## src/rtl/pwm_ctrl_pkg.sv

```systemverilog
// pwm_ctrl_pkg: shared states, register map and step width for the setpoint controller
package pwm_ctrl_pkg;
  typedef enum logic [1:0] {IDLE, PEND, RAMP} state_t;
  localparam int STEPW       = 16;
  localparam int ADDR_STAGE0 = 0;
  localparam int ADDR_STAGE1 = 1;
  localparam int ADDR_STAGE2 = 2;
  localparam int ADDR_COMMIT = 3;
  localparam int ADDR_STEP0  = 4;
  localparam int ADDR_STEP1  = 5;
  localparam int ADDR_ABORT  = 6;
endpackage

```

## src/rtl/pwm_slew_step.sv

```systemverilog
// pwm_slew_step: next compare value one slew step toward target, never overshooting or wrapping
module pwm_slew_step
  import pwm_ctrl_pkg::*;
#(
  parameter int WIDTH = 20
) (
  input  logic [WIDTH-1:0] cur,
  input  logic [WIDTH-1:0] target,
  input  logic [STEPW-1:0] step,
  output logic [WIDTH-1:0] next,
  output logic             reached
);
  logic             up;
  logic [WIDTH:0]   d;
  logic [WIDTH-1:0] s;
  // the distance is checked before stepping, so cur+s / cur-s can never pass target or wrap
  always_comb begin
    up      = target > cur;
    d       = up ? {1'b0, target} - {1'b0, cur} : {1'b0, cur} - {1'b0, target};
    s       = WIDTH'(step);
    reached = (step == '0) || (d <= {1'b0, s});
    next    = reached ? target : up ? cur + s : cur - s;
  end
endmodule

```

## src/rtl/pwm_setpoint_ctrl.sv

```systemverilog
// pwm_setpoint_ctrl: stages register writes and moves the live PWM compare value on period boundaries
module pwm_setpoint_ctrl
  import pwm_ctrl_pkg::*;
#(
  parameter int               WIDTH       = 20,
  parameter int               REGBITS     = 3,
  parameter logic [WIDTH-1:0] RESET_CMP   = 20'hA0002,
  parameter logic [WIDTH-1:0] RESET_STAGE = 20'h01342,
  parameter logic [STEPW-1:0] RESET_STEP  = 16'h0000
) (
  input  logic               clk,
  input  logic               rst,
  input  logic [REGBITS-1:0] reg_addr,
  input  logic [7:0]         reg_data,
  input  logic               reg_valid,
  input  logic               period_tick,
  output logic [WIDTH-1:0]   cmp_out,
  output logic               cmp_update,
  output logic               busy,
  output logic               done
);
  state_t           state;
  logic [WIDTH-1:0] target, stage, next;
  logic [STEPW-1:0] step;
  logic             reached;
  logic             commit, abort;

  assign commit = reg_valid && reg_addr == REGBITS'(ADDR_COMMIT);
  assign abort  = reg_valid && reg_addr == REGBITS'(ADDR_ABORT);

  pwm_slew_step #(.WIDTH(WIDTH)) u_slew (
    .cur(cmp_out),
    .target(target),
    .step(step),
    .next(next),
    .reached(reached)
  );

  always_ff @(posedge clk) begin
    if (rst) begin
      cmp_out    <= RESET_CMP;
      target     <= RESET_CMP;
      stage      <= RESET_STAGE;
      step       <= RESET_STEP;
      state      <= IDLE;
      busy       <= 1'b0;
      cmp_update <= 1'b0;
      done       <= 1'b0;
    end else begin
      cmp_update <= 1'b0;
      done       <= 1'b0;
      if (reg_valid && reg_addr == REGBITS'(ADDR_STAGE0)) stage[7:0] <= reg_data;
      if (reg_valid && reg_addr == REGBITS'(ADDR_STAGE1)) stage[15:8] <= reg_data;
      if (reg_valid && reg_addr == REGBITS'(ADDR_STAGE2)) stage[WIDTH-1:16] <= reg_data[WIDTH-17:0];
      if (reg_valid && reg_addr == REGBITS'(ADDR_STEP0)) step[7:0] <= reg_data;
      if (reg_valid && reg_addr == REGBITS'(ADDR_STEP1)) step[15:8] <= reg_data;
      // a commit swallows any coincident tick so the first move lands on the next period
      if (commit) begin
        target <= stage;
        state  <= stage == cmp_out ? IDLE : step == '0 ? PEND : RAMP;
        busy   <= stage != cmp_out;
        done   <= stage == cmp_out;
      end else if (abort && state != IDLE) begin
        target <= cmp_out;
        state  <= IDLE;
        busy   <= 1'b0;
      end else if (period_tick && state != IDLE) begin
        cmp_out    <= state == PEND ? target : next;
        cmp_update <= 1'b1;
        if (state == PEND || reached) begin
          done  <= 1'b1;
          state <= IDLE;
          busy  <= 1'b0;
        end
      end
    end
  end
endmodule

```

## config.mk

```make
export PLATFORM = sky130hd
export DESIGN_NAME = pwm_setpoint_ctrl
export DESIGN_NICKNAME = d
export VERILOG_FILES = /design/src/rtl/pwm_ctrl_pkg.sv /design/src/rtl/pwm_slew_step.sv /design/src/rtl/pwm_setpoint_ctrl.sv
export SDC_FILE = /design/constraint.sdc
export NUM_CORES = 1
export LEC_CHECK = 0
export BUFFER_PORTS_ARGS = -buffer_cell sky130_fd_sc_hd__buf_2
export CORE_MARGIN = 2
export CORE_UTILIZATION = 55
export CTS_CLUSTER_DIAMETER = 40
export CTS_CLUSTER_SIZE = 24
export DETAILED_ROUTE_END_ITERATION = 6
export PLACE_DENSITY = 0.79
export SLEW_MARGIN = 10
export SYNTH_ARGS = -nofsm -noshare
export SYNTH_HDL_FRONTEND = slang
export SYNTH_SLANG_ARGS = --single-unit
```

## constraint.sdc

```tcl
create_clock -name clk -period 6.06 [get_ports clk]
set_clock_uncertainty 0.1 [all_clocks]
set_input_delay 0.303 -clock clk [delete_from_list [all_inputs] [get_ports clk]]
set_output_delay 0.303 -clock clk [all_outputs]
set_load 0.05 [all_outputs]
```

Word-level counts from Yosys, hierarchy flattened
Cells that the tools add are included.

cells by class
  muxes and demuxes = 21
  order comparisons = 2
  bitwise operators = 2
  $add $sub $neg = 4
  equal/unequal tests = 9
  reductions and logical operators = 20

operators with widths
  cell                                                                    count
  20-bit two-way mux                                                      5
  20-bit by 20-bit subtractor with 21-bit output                          2
  21-bit by 16-bit less-or-equal comparator with 1-bit output             1
  21-bit two-way mux                                                      1
  20-bit by 16-bit adder with 20-bit output                               1
  20-bit equality test                                                    1
  20-bit greater-than comparator                                          1
  20-bit inequality test                                                  1
  20-bit by 16-bit subtractor with 20-bit output                          1
  16-bit logical NOT                                                      1
  2-bit two-way mux                                                       6
  3-bit equality test (second input constant)                             3
  1-bit logical AND                                                       9
  1-bit two-way mux                                                       9
  3-bit by 2-bit equality test with 1-bit output (second input constant)  2
  3-bit nonzero test                                                      2
  2-bit nonzero test                                                      2
  3-bit by 1-bit equality test with 1-bit output (second input constant)  1
  3-bit logical NOT                                                       1
  3-bit AND reduction                                                     1
  3-bit OR reduction                                                      1
  2-bit by 1-bit equality test with 1-bit output (second input constant)  1
  1-bit logical OR                                                        2
  1-bit NOT                                                               2
  2-bit AND reduction                                                     1

word-level totals
  output and inout port bits = 23
  bits of input ports = 15
  register bits after elaboration = 81
  word-level logic and storage cells = 69

Longest topological paths before layout
Gate-level depths: netlist of run 1.

  depth after elaboration = 9
  mapped depth = 26
  gate-level depth less buffers = 22

Modules after synthesis
Synthesis of run 1 repeated with hierarchy kept, for this count alone.

second synthesis, totals
  cells, all modules = 967
  area, all modules = 7,801.2 µm²

modules (own cells, without submodules)
  module             cells an instance  area each (µm²)  times used  seq. area each (µm²)
  pwm_slew_step      566                4,036.4          1           0.0
  pwm_setpoint_ctrl  401                3,764.9          1           1,621.6

Least setup slack after synthesis of run 1
Ideal clock, no wire load.

  path type = flip-flop to flip-flop
  start point = reg cmp_out[8]
  end point = reg busy
  arrival time = 5.398 ns
  buffers on the path = 4
  setup time = 0.116 ns
  clock period less this slack = 5.613 ns
  setup slack = 0.447 ns
  stages on the path, launching flop included = 24
  data required time = 5.844 ns
  path through = dfxtp_1 > inv_1 > ha_1 > buf_2 > and3_1 > buf_4 > nand2_2 > or4_4 > o41ai_4 > a21o_1 > buf_6 > mux2_2 > o21ai_0 > xor2_1 > ha_1 > o211a_1 > a2111oi_0 > o211ai_1 > a222oi_1 > a31oi_2 > o31a_1 > buf_6 > a21o_1 > a31o_1

between the ends
  cells in the longest elaborated chain, start to end = 7
  elaborated cells between the ends (all ways) = 11
  classes of those cells = add/sub (2); order compare (2); eq/ne (1); mux (2); reduce/logical (4)

RTL lines
  element                                                                                           line                                      RTL
  start, declared                                                                                   pwm_setpoint_ctrl.sv:17                   output logic [WIDTH-1:0] cmp_out,
  start signal, assigned                                                                            pwm_setpoint_ctrl.sv:68                   cmp_out <= state == PEND ? target : next;
  20-bit by 20-bit subtractor with 21-bit output or 20-bit greater-than comparator (tied branches)  pwm_slew_step.sv:19, pwm_slew_step.sv:18
  21-bit two-way mux                                                                                pwm_slew_step.sv:19                       d = up ? {1'b0, target} - {1'b0, cur} : {1'b0, cur} - {1'b0, target};
  21-bit by 16-bit less-or-equal comparator with 1-bit output                                       pwm_slew_step.sv:21                       reached = (step == '0) || (d <= {1'b0, s});
  1-bit logical OR                                                                                  pwm_slew_step.sv:21
  1-bit logical OR                                                                                  pwm_setpoint_ctrl.sv:70                   if (state == PEND || reached) begin
  3-bit nonzero test (no source line)                                                               -
  2-bit AND reduction (no source line)                                                              -
  end signal, assigned                                                                              pwm_setpoint_ctrl.sv:61                   busy <= stage != cmp_out;
  end, declared                                                                                     pwm_setpoint_ctrl.sv:19                   output logic busy,

Parallel ways exist; a longest one is shown, timed or not.
A chain may end at the register's enable or synchronous reset.

Final worst setup path of run 1
  start point = reg cmp_out[7]
  end point = reg busy

Same word-level chain as after synthesis.

==> results of run 1 <==
cell families (layout without fill, tap and decap cells):
group,Yosys count,count (layout)
fa+ha+maj,79,79
buf+inv,124,178
mux,45,45
xor+xnor,66,66
flops,81,81
compound gates,280,280
simple gates,298,298
timing repair:
| item | in CTS | in global routing |
|---|---|---|
| buffers inserted | 0 | 1 |
| hold buffers | 0 | 0 |
| setup endpoints to repair | 0 | 23 |
| resized for setup | 0 | 4 |
| endpoints found under the hold margin | 0 | 0 |
sequential cells by signal, indices dropped and copies added (netlist names):
signal	cells
cmp_out	20
cmp_update	1
done	1
target	20
state	2
step	16
stage	20
busy	1
layer usage:
metal	up-vias	track usage, %	part of all wire, %
li1	3590	-	-
met1	3550	44.6	42
met2	355	52.5	44
met3	86	4.99	8.3
met4	0	18.1	5.3
met5	-	0	0
cell usage after synthesis (3+ instances only):
| master | n | area (µm²) |
|---|---|---|
| nand2_1 | 85 | 319 |
| a21oi_1 | 81 | 405 |
| dfxtp_1 | 81 | 1620 |
| ha_1 | 76 | 951 |
| inv_1 | 75 | 282 |
| nor2_1 | 75 | 282 |
| o21ai_0 | 63 | 315 |
| mux2i_1 | 43 | 430 |
| xnor2_1 | 42 | 368 |
| clkbuf_1 | 35 | 131 |
| nand3_1 | 35 | 175 |
| a211oi_1 | 26 | 195 |
| a31oi_1 | 24 | 150 |
| nor3_1 | 24 | 120 |
| xor2_1 | 24 | 210 |
| a21o_1 | 17 | 128 |
| nand4_1 | 12 | 75.1 |
| and3_1 | 11 | 68.8 |
| nor2b_1 | 10 | 62.6 |
| and2_1 | 8 | 50.1 |
| o21a_1 | 8 | 60.1 |
| buf_2 | 7 | 35.0 |
| nand2b_1 | 7 | 43.8 |
| nor4_1 | 7 | 43.8 |
| o211ai_1 | 7 | 52.6 |
| a221oi_1 | 5 | 43.8 |
| o21bai_1 | 5 | 37.5 |
| or3_1 | 5 | 31.3 |
| and4_1 | 4 | 35.0 |
| buf_1 | 4 | 15.0 |
| o2111ai_1 | 4 | 35.0 |
| o31a_1 | 4 | 35.0 |
| o31ai_1 | 4 | 30.0 |
| fa_1 | 3 | 60.1 |
| nor4b_1 | 3 | 26.3 |
| o311ai_0 | 3 | 26.3 |
cell type report:
cell class / instances / area [µm²]
tap: 176 / 220
timing repair buffer: 87 / 561
inverter: 75 / 282
fill: 1213 / 4920
clock inverter: 6 / 40.0
clock buffer: 10 / 229
multi-input combinational: 768 / 5320
sequential: 81 / 1620
metrics by stage:
step,cells,cell area (µm²),power [mW],setup slack [ns],hold slack [ns]
after floorplan,973,7410,1.35,0.447,0.327
after global placement,1186,7980,1.59,0.350,0.374
after detailed placement,1186,7980,1.59,0.236,0.386
after CTS,1202,8250,2.11,0.202,0.129
after global routing,1203,8270,2.26,0.0180,0.153
final,1203,8270,2.14,0.365,0.135
tightest hold or removal path: stages:
cell	delay (ns)
buf_2	0.12
nand2_1	0.05
a21oi_1	0.05
worst min path at each step:
stage | startpoint | end | cells after the start
3_3_place_gp | busy$_SDFFE_PP0P_ | busy$_SDFFE_PP0P_ | 1
3_5_place_dp | stage[11]$_SDFFE_PP0P_ | stage[11]$_SDFFE_PP0P_ | 2
2_1_floorplan | reg_data[4] | stage[12]$_SDFFE_PP1P_ | 2
5_1_grt | reg_data[6] | stage[14]$_SDFFE_PP0P_ | 3
4_1_cts | reg_data[6] | step[14]$_SDFFE_PP0P_ | 3
6_report | reg_data[6] | step[14]$_SDFFE_PP0P_ | 3
report_power, final:
group / internal, mW / switching (mW)
combinational: 0.435 / 0.626
sequential: 0.546 / 0.0162
clock: 0.279 / 0.235
==> results_dict.tcl, run 1 <==
set metrics [dict create \
    cts_made_buffers 9 \
    final.period_utilization_pct 94.0 \
    firstDrtPassIters 5 \
    r2r_cells 21 \
    period_needed_ns 5.70 \
    arrival_ns 5.83 \
    setup_viol 0 \
    synth.distinct_cells 70 \
    cts.clk_slew.worst_paths_ns 0.06 \
    fmax_ghz 0.176 \
    final_common_cell "nand2_1" \
    core-area_um2 13200 \
    slew_headroom_pct 41.6 \
    place.gp.congestion 0.989 \
    io_pins 38 \
    cp-start-kind "flip-flop" \
    hold_viol_final 0 \
    drc 0 \
    endpoint "busy$_SDFFE_PP0P_" \
    layout.nets 1116 \
    grt.overflow.total 0 \
    gr-usage-all-layers_pct 33.6 \
    power.leakage_nw 3.42 \
    grt_first_pass_wirelength_mm 37.9 \
    max_cap_violations 0 \
    synthMuxAreaShare_pct 6.11 \
    peakVddDrop_mv 0.184 \
    cts.htree.levels 3 \
    die-height_um 120 \
    path_buf_inv 3 \
    ys_async_sr_fraction_pct 0 \
    yosysSeqAreaShare_pct 21.9 \
    ys.flop_type "dfxtp_1" \
    synth_top_family_by_area "compound AO/OA/AOI/OAI gates" \
    cp_max_fo 18 \
    cp_slowest_cell "or4_4" \
    drt_iter0_drc 958 \
    antenna_found_initial 0 \
    syn_area_per_cell_um2 7.61 \
    synth-seq-cells 81 \
    numClockSinks 81 \
    synthXorXnorAreaFrac_pct 7.80 \
    synthCells 973 \
    antenna_cells 0 \
    finish.utilization_pct 62.7 \
    required_ns 6.20 \
    wirelength_mm 23.8 \
    grt_max_degree 64 \
    cp.depth 21 \
    clockRootBuffer "clkbuf_16" \
    port_buffers 37 \
    synth_edf_count 0 \
    die_area_um2 14400 \
    cts_tree "done" \
    drive_gt1_share_pct 12.0 \
    first_global_vias 7114 \
    synth_adder_area_share_pct 13.6 \
    num_rows 42 \
    crit_chain "inv_1 -> ha_1 -> and3_1 -> nand2_2 -> or4_4 -> o41ai_4 -> a21o_4 -> buf_4 -> mux2i_1 -> o21ai_0 -> xor2_1 -> ha_1 -> o211a_1 -> a2111oi_0 -> o211ai_1 -> a222oi_1 -> a31oi_2 -> o31a_1 -> buf_4 -> a21o_1 -> a31o_1" \
    initial_core_util_pct 56.2 \
    synthSimpleGateAreaFrac_pct 19.3 \
    syn_to_final_growth_pct 11.7 \
    ant_nets 0 \
    cp-startpoint "cmp_out[7]$_SDFFE_PP0P_" \
    worstReg2RegEnd "busy$_SDFFE_PP0P_" \
    reg2reg_slack_ns 0.36 \
    max_stage_delay_ns 0.53 \
    yosys_warnings 0 \
    synth.cell_area_um2 7410 \
    status "finished, final reports clean" \
    hold_path_class "in2reg" \
    worst_setup_path_end_kind "flip-flop" \
    crit_family "compound AO/OA/AOI/OAI gates" \
    tns_ns 0 \
    hpwl_mm 18.6 \
    powerDensity_nw_per_um2 258 \
    clock_path_buffers 2 \
    rr_startpoint "cmp_out[7]$_SDFFE_PP0P_" \
    synth_compound_area_share_pct 24.6 \
    insertion_delay_ns 0.35 \
    route.detailed.wl_per_inst_um 19.8 \
    slew_violations 0 \
    viasPerCell 6.30 \
    die_x_um 120 \
    synth_nets 1067 \
    crit_type "reg2reg" \
    tightest_slew_ns 0.874 \
    rsz0062_at_grt "no" \
    layout_common_cells "nand2_1 (85), a21oi_1 (81), dfxtp_1 (80), ha_1 (76)" \
    num_vias 7581 \
]
Note: power is estimated with default switching activity, not from simulation.
==> run 2, diff against run 1 <==
==> constraint.sdc (replaced) <==
create_clock -name clk -period 6.06 [get_ports clk]
set_clock_uncertainty 0.1 [all_clocks]
set_input_delay 1.818 -clock clk [delete_from_list [all_inputs] [get_ports clk]]
set_output_delay 1.818 -clock clk [all_outputs]
set_load 0.05 [all_outputs]
==> run 2 against run 1 <==
  * Via count up 0.38%
  * Register-to-register slack worse by 0.05 ns
  * Critical path depth down 2
  * Combinational power about the same
  * Die area unchanged
  * Non-clock buffer count down 10
  * Critical path type unchanged
  * Clock power up 13%
  * Largest power group unchanged
  * Utilization down 0.057 points
  * Setup slack worse by 0.047 ns
==> results_dict.tcl, run 2 (synthesized netlist as in run 1, its figures left out) <==
set metrics [dict create \
    path_common_cell "o21ai_0" \
    die_area_um2 14400 \
    gr-usage-all-layers_pct 33.2 \
    grt.overflow.total 0 \
    p_sw_share_pct 39.5 \
    num_rows 42 \
    clock_path_buffers 2 \
    ctsResizeCount 0 \
    hold_path_class "reg2reg" \
    initial_core_util_pct 56.2 \
    cts_tree "done" \
    drc 0 \
    layout_common_cells "nand2_1 (85), a21oi_1 (81), dfxtp_1 (81), ha_1 (76)" \
    rr_startpoint "cmp_out[2]$_SDFFE_PP0P_" \
    numClockSinks 81 \
    max_cap_violations 0 \
    die-height_um 120 \
    first_global_vias 7226 \
    cp_max_fo 11 \
    ant_nets 0 \
    clock_power_share_pct 26.4 \
    port_buffers 37 \
    cp_slowest_cell "o21ai_0" \
    final.period_utilization_pct 94.8 \
    finish.utilization_pct 62.7 \
    grt_max_degree 42 \
    drt_iter0_drc 1043 \
    crit_family "compound AO/OA/AOI/OAI gates" \
    p_total_mw 2.20 \
    n_fill_cell 1159 \
    cts.clk_slew.worst_paths_ns 0.06 \
    combPwrFrac_pct 48.0 \
    hp-start "stage[11]$_SDFFE_PP0P_" \
    setup_slack_ns 0.318 \
    power.switching_mw 0.870 \
    io_pins 38 \
    layout.nets 1106 \
    hold_viol_final 0 \
    die_x_um 120 \
    period_needed_ns 5.74 \
    final_common_cell "nand2_1" \
    crit_chain "inv_1 -> ha_1 -> and3_1 -> o21ai_0 -> a2111o_1 -> and3_1 -> a21oi_2 -> buf_4 -> o21ai_0 -> xnor2_1 -> ha_1 -> o21ai_0 -> a21oi_1 -> a21oi_1 -> o21ai_0 -> a211oi_1 -> o311a_1 -> nor4_2 -> o31ai_1" \
    status "finished, final reports clean" \
    p_int_mw 1.33 \
    setup_viol 0 \
    largestRegisters "cmp_out (20), stage (20), target (20)" \
    cp-start-kind "flip-flop" \
    cts_made_buffers 9 \
    cts.htree.levels 3 \
    num_vias 7610 \
    cts_hold_buf 0 \
    power.leakage_nw 3.41 \
    drive_gt1_share_pct 11.1 \
    powerDensity_nw_per_um2 266 \
    route.detailed.wl_per_inst_um 20.0 \
    insertion_delay_ns 0.34 \
    arrival_ns 5.86 \
    viasPerCell 6.38 \
    cp-startpoint "cmp_out[2]$_SDFFE_PP0P_" \
    dp_worst_setup_slack_ns 0.209 \
    wirelength_mm 23.8 \
    cts_setup_buffers 0 \
    antenna_cells 0 \
    peakVddDrop_mv 0.188 \
    max_stage_delay_ns 0.66 \
    grt_first_pass_wirelength_mm 37.6 \
    required_ns 6.17 \
    fmax_ghz 0.174 \
    slew_violations 0 \
    core-area_um2 13200 \
    clockRootBuffer "clkbuf_16" \
    p_seq_share_pct 25.5 \
    worst_setup_path_end_kind "flip-flop" \
    place.gp.congestion 0.983 \
    hpwl_mm 18.1 \
    antenna_found_initial 0 \
    slew_headroom_pct 40.0 \
    syn_to_final_growth_pct 11.6 \
    firstDrtPassIters 6 \
    crit_type "reg2reg" \
    path_buf_inv 2 \
    tightest_slew_ns 0.899 \
]
[run 2: worst reg2reg max path, stage by stage, from the launching register on]
cell and delay [ns]:
dfxtp_1 0.52, inv_1 0.12, ha_1 0.40, and3_1 0.22
o21ai_0 0.14, a2111o_1 0.43, and3_1 0.22, a21oi_2 0.36
buf_4 0.29, o21ai_0 0.15, xnor2_1 0.15, ha_1 0.37
o21ai_0 0.16, a21oi_1 0.17, a21oi_1 0.16, o21ai_0 0.66
a211oi_1 0.22, o311a_1 0.36, nor4_2 0.29, o31ai_1 0.11
[run 2: per-stage QoR]
stage | instance area, µm² | hold WS (ns) | setup TNS, ns | instances
after CTS | 8240 | 0.388 | 0 | 1192
after global routing | 8270 | 0.415 | -0.000311 | 1192
after detailed placement | 7930 | 0.380 | 0 | 1177
after global placement | 7930 | 0.371 | 0 | 1177
after floorplan | 7410 | 0.361 | 0 | 973
final | 8270 | 0.389 | 0 | 1192
[run 2: power groups by stage]
stage	sequential, mW	clock [mW]	combinational, mW
2_1_floorplan	0.584	0	0.764
3_3_place_gp	0.572	0	1.01
3_5_place_dp	0.573	0	1.01
4_1_cts	0.561	0.583	1.02
5_1_grt	0.564	0.604	1.14
6_report	0.562	0.582	1.06
[run 2: per-layer routing]
metal	part of all wire, %	track usage, %
met5	0	0
met4	5.1	19.0
met3	8.8	6.89
met2	44	50.9
met1	43	43.1
[run 2: area by class of cell]
type                            instances  area [µm²]  share of cell area [%]
Multi-Input combinational cell        768        5330                    64.5
Inverter                               75         282                    3.41
Tap cell                              176         220                    2.66
Clock buffer                           10         229                    2.77
Timing Repair Buffer                   77         498                    6.02
Sequential cell                        81        1620                    19.6
Clock inverter                          5        81.3                   0.984
[run 2: final timing paths]
| path | end | slack (ns) | cells past startpoint |
|---|---|---|---|
| worst max-delay path | cmp_out[19]$_SDFFE_PP1P_ | 0.32 | 19 |
| worst min-delay path | stage[11]$_SDFFE_PP0P_ | 0.39 | 2 |
| worst max register to register | cmp_out[19]$_SDFFE_PP1P_ | 0.32 | 19 |
| worst min register to register | stage[11]$_SDFFE_PP0P_ | 0.39 | 2 |
==> run 3, diff against run 2 <==
BUFFER_PORTS_ARGS = not set   (was -buffer_cell sky130_fd_sc_hd__buf_2)
DONT_BUFFER_PORTS = 1   (was not set)
PLACE_DENSITY = 0.7   (was 0.79)
==> run 3 against run 2 <==
  * Die area unchanged
  * Clock power decreased by 2%
  * Cell area decreased by 2.6%
  * Critical endpoint is now state[0]$_SDFFE_PP0P_
  * Global-route usage decreased by 0.54 points
  * Utilization decreased by 1.6 points
  * Critical path depth increased by 3
  * First-iteration DRC count decreased by 32%
  * Non-clock buffer count decreased by 36
  * Final cell count decreased by 2.9%
  * Setup slack got worse by 0.012 ns
  * Register-to-register slack about the same
==> results_dict.tcl, run 3 (synthesized netlist as in run 1, its figures left out) <==
set metrics [dict create \
    status "finished, final reports clean" \
    num_rows 42 \
    crit_type "reg2reg" \
    tns_ns 0 \
    largestRegisters "cmp_out (20), stage (20), target (20)" \
    final.period_utilization_pct 94.9 \
    place.gp.congestion 1.00 \
    crit_chain "inv_1 -> ha_1 -> and3_1 -> nand2_2 -> or4_4 -> o41ai_4 -> a21o_1 -> buf_4 -> mux2i_1 -> nand4_1 -> o211ai_1 -> xor2_1 -> ha_1 -> a2111o_1 -> a21oi_1 -> o211ai_1 -> a222oi_1 -> a31oi_2 -> o31ai_4 -> buf_4 -> o21ai_1 -> a32o_1" \
    cts_setup_buffers 0 \
    die_x_um 120 \
    cts_hold_buf 0 \
    crit_family "compound AO/OA/AOI/OAI gates" \
    firstDrtPassIters 5 \
    route.detailed.wl_per_inst_um 20.2 \
    cts_tree "done" \
    setup_viol 0 \
    cts_made_buffers 9 \
    path_buf_inv 3 \
    num_vias 7298 \
    layout_common_cells "nand2_1 (85), a21oi_1 (81), dfxtp_1 (81), ha_1 (76)" \
    hold_path_class "reg2reg" \
    die-height_um 120 \
    cts.clk_slew.worst_paths_ns 0.06 \
    die_area_um2 14400 \
    fmax_ghz 0.174 \
    cp-start-kind "flip-flop" \
    worst_setup_path_end_kind "flip-flop" \
    grt_first_pass_wirelength_mm 36.9 \
    antenna_cells 0 \
    cts.htree.levels 3 \
    io_pins 38 \
    arrival_ns 5.88 \
    placedInstanceArea_um2 7740 \
    insertion_delay_ns 0.34 \
    stdcell_area_um2 8050 \
    period_needed_ns 5.75 \
    cp_max_fo 22 \
    ant_nets 0 \
    first_global_vias 6962 \
    ctsResizeCount 0 \
    drt_iter0_drc 714 \
    hp-start "step[8]$_SDFFE_PP0P_" \
    n_fill_cell 1193 \
    port_buffers 0 \
    finish.utilization_pct 61.0 \
    required_ns 6.19 \
    syn_to_final_growth_pct 8.66 \
    slew_violations 0 \
    wirelength_mm 23.4 \
    gr-usage-all-layers_pct 32.6 \
    grt_max_degree 65 \
    rr_startpoint "cmp_out[6]$_SDFFE_PP0P_" \
    final_common_cell "nand2_1" \
    max_cap_violations 0 \
    hold_viol_final 0 \
    hpwl_mm 18.1 \
    peakVddDrop_mv 0.192 \
    viasPerCell 6.31 \
    drc 0 \
    power.leakage_nw 3.23 \
    max_stage_delay_ns 0.54 \
    drive_gt1_share_pct 7.65 \
    initial_core_util_pct 56.2 \
    clock_path_buffers 2 \
    slew_headroom_pct 39.0 \
    layout.nets 1070 \
    powerDensity_nw_per_um2 267 \
    core-area_um2 13200 \
    grt.overflow.total 0 \
    numClockSinks 81 \
    cp_slowest_cell "or4_4" \
    rsz0062_at_grt "no" \
    antenna_found_initial 0 \
    clockRootBuffer "clkbuf_16" \
    tightest_slew_ns 0.916 \
    cp-startpoint "cmp_out[6]$_SDFFE_PP0P_" \
]
-- run 3: worst min-delay path, stage by stage, from the launching register on --
cell and delay, ns:
dfxtp_1 0.33, nand2_1 0.06, a21oi_1 0.05
-- run 3: cell type report --
type                       count  area [µm²]  area share [%]
sequential                    81        1620            20.1
inverter                      75         282            3.50
timing repair buffer          41         308            3.82
tap                          176         220            2.74
clock buffer                  11         243            3.02
multi-input combinational    768        5310            66.0
clock inverter                 5        62.6           0.777
-- run 3: final timing paths --
check                           to  slack [ns]  cells past startpoint
max          state[0]$_SDFFE_PP0P_        0.31                     22
min           step[8]$_SDFFE_PP0P_        0.39                      2
max reg2reg  state[0]$_SDFFE_PP0P_        0.31                     22
min reg2reg   step[8]$_SDFFE_PP0P_        0.39                      2
-- run 3: power breakdown --
part	internal [mW]	switching, mW
clock network	0.334	0.235
registers	0.546	0.0171
logic	0.414	0.605
-- run 3: per-layer routing --
layer | vias to the layer above | global-route usage (%) | part of all wire (%)
met5 | - | 0 | 0
met4 | 0 | 15.4 | 4.5
met3 | 58 | 5.70 | 8.5
met2 | 334 | 51.1 | 44
met1 | 3399 | 43.5 | 43
li1 | 3507 | - | -
-- run 3: metrics by stage --
stage	instances	total power [mW]	setup WS, ns	hold slack (ns)
final	1157	2.15	0.306	0.389
after global routing	1157	2.27	0.00664	0.400
after CTS	1157	2.12	0.151	0.385
after detailed placement	1141	1.56	0.185	0.377
after global placement	1141	1.56	0.295	0.372
after floorplan	973	1.35	0.447	0.361
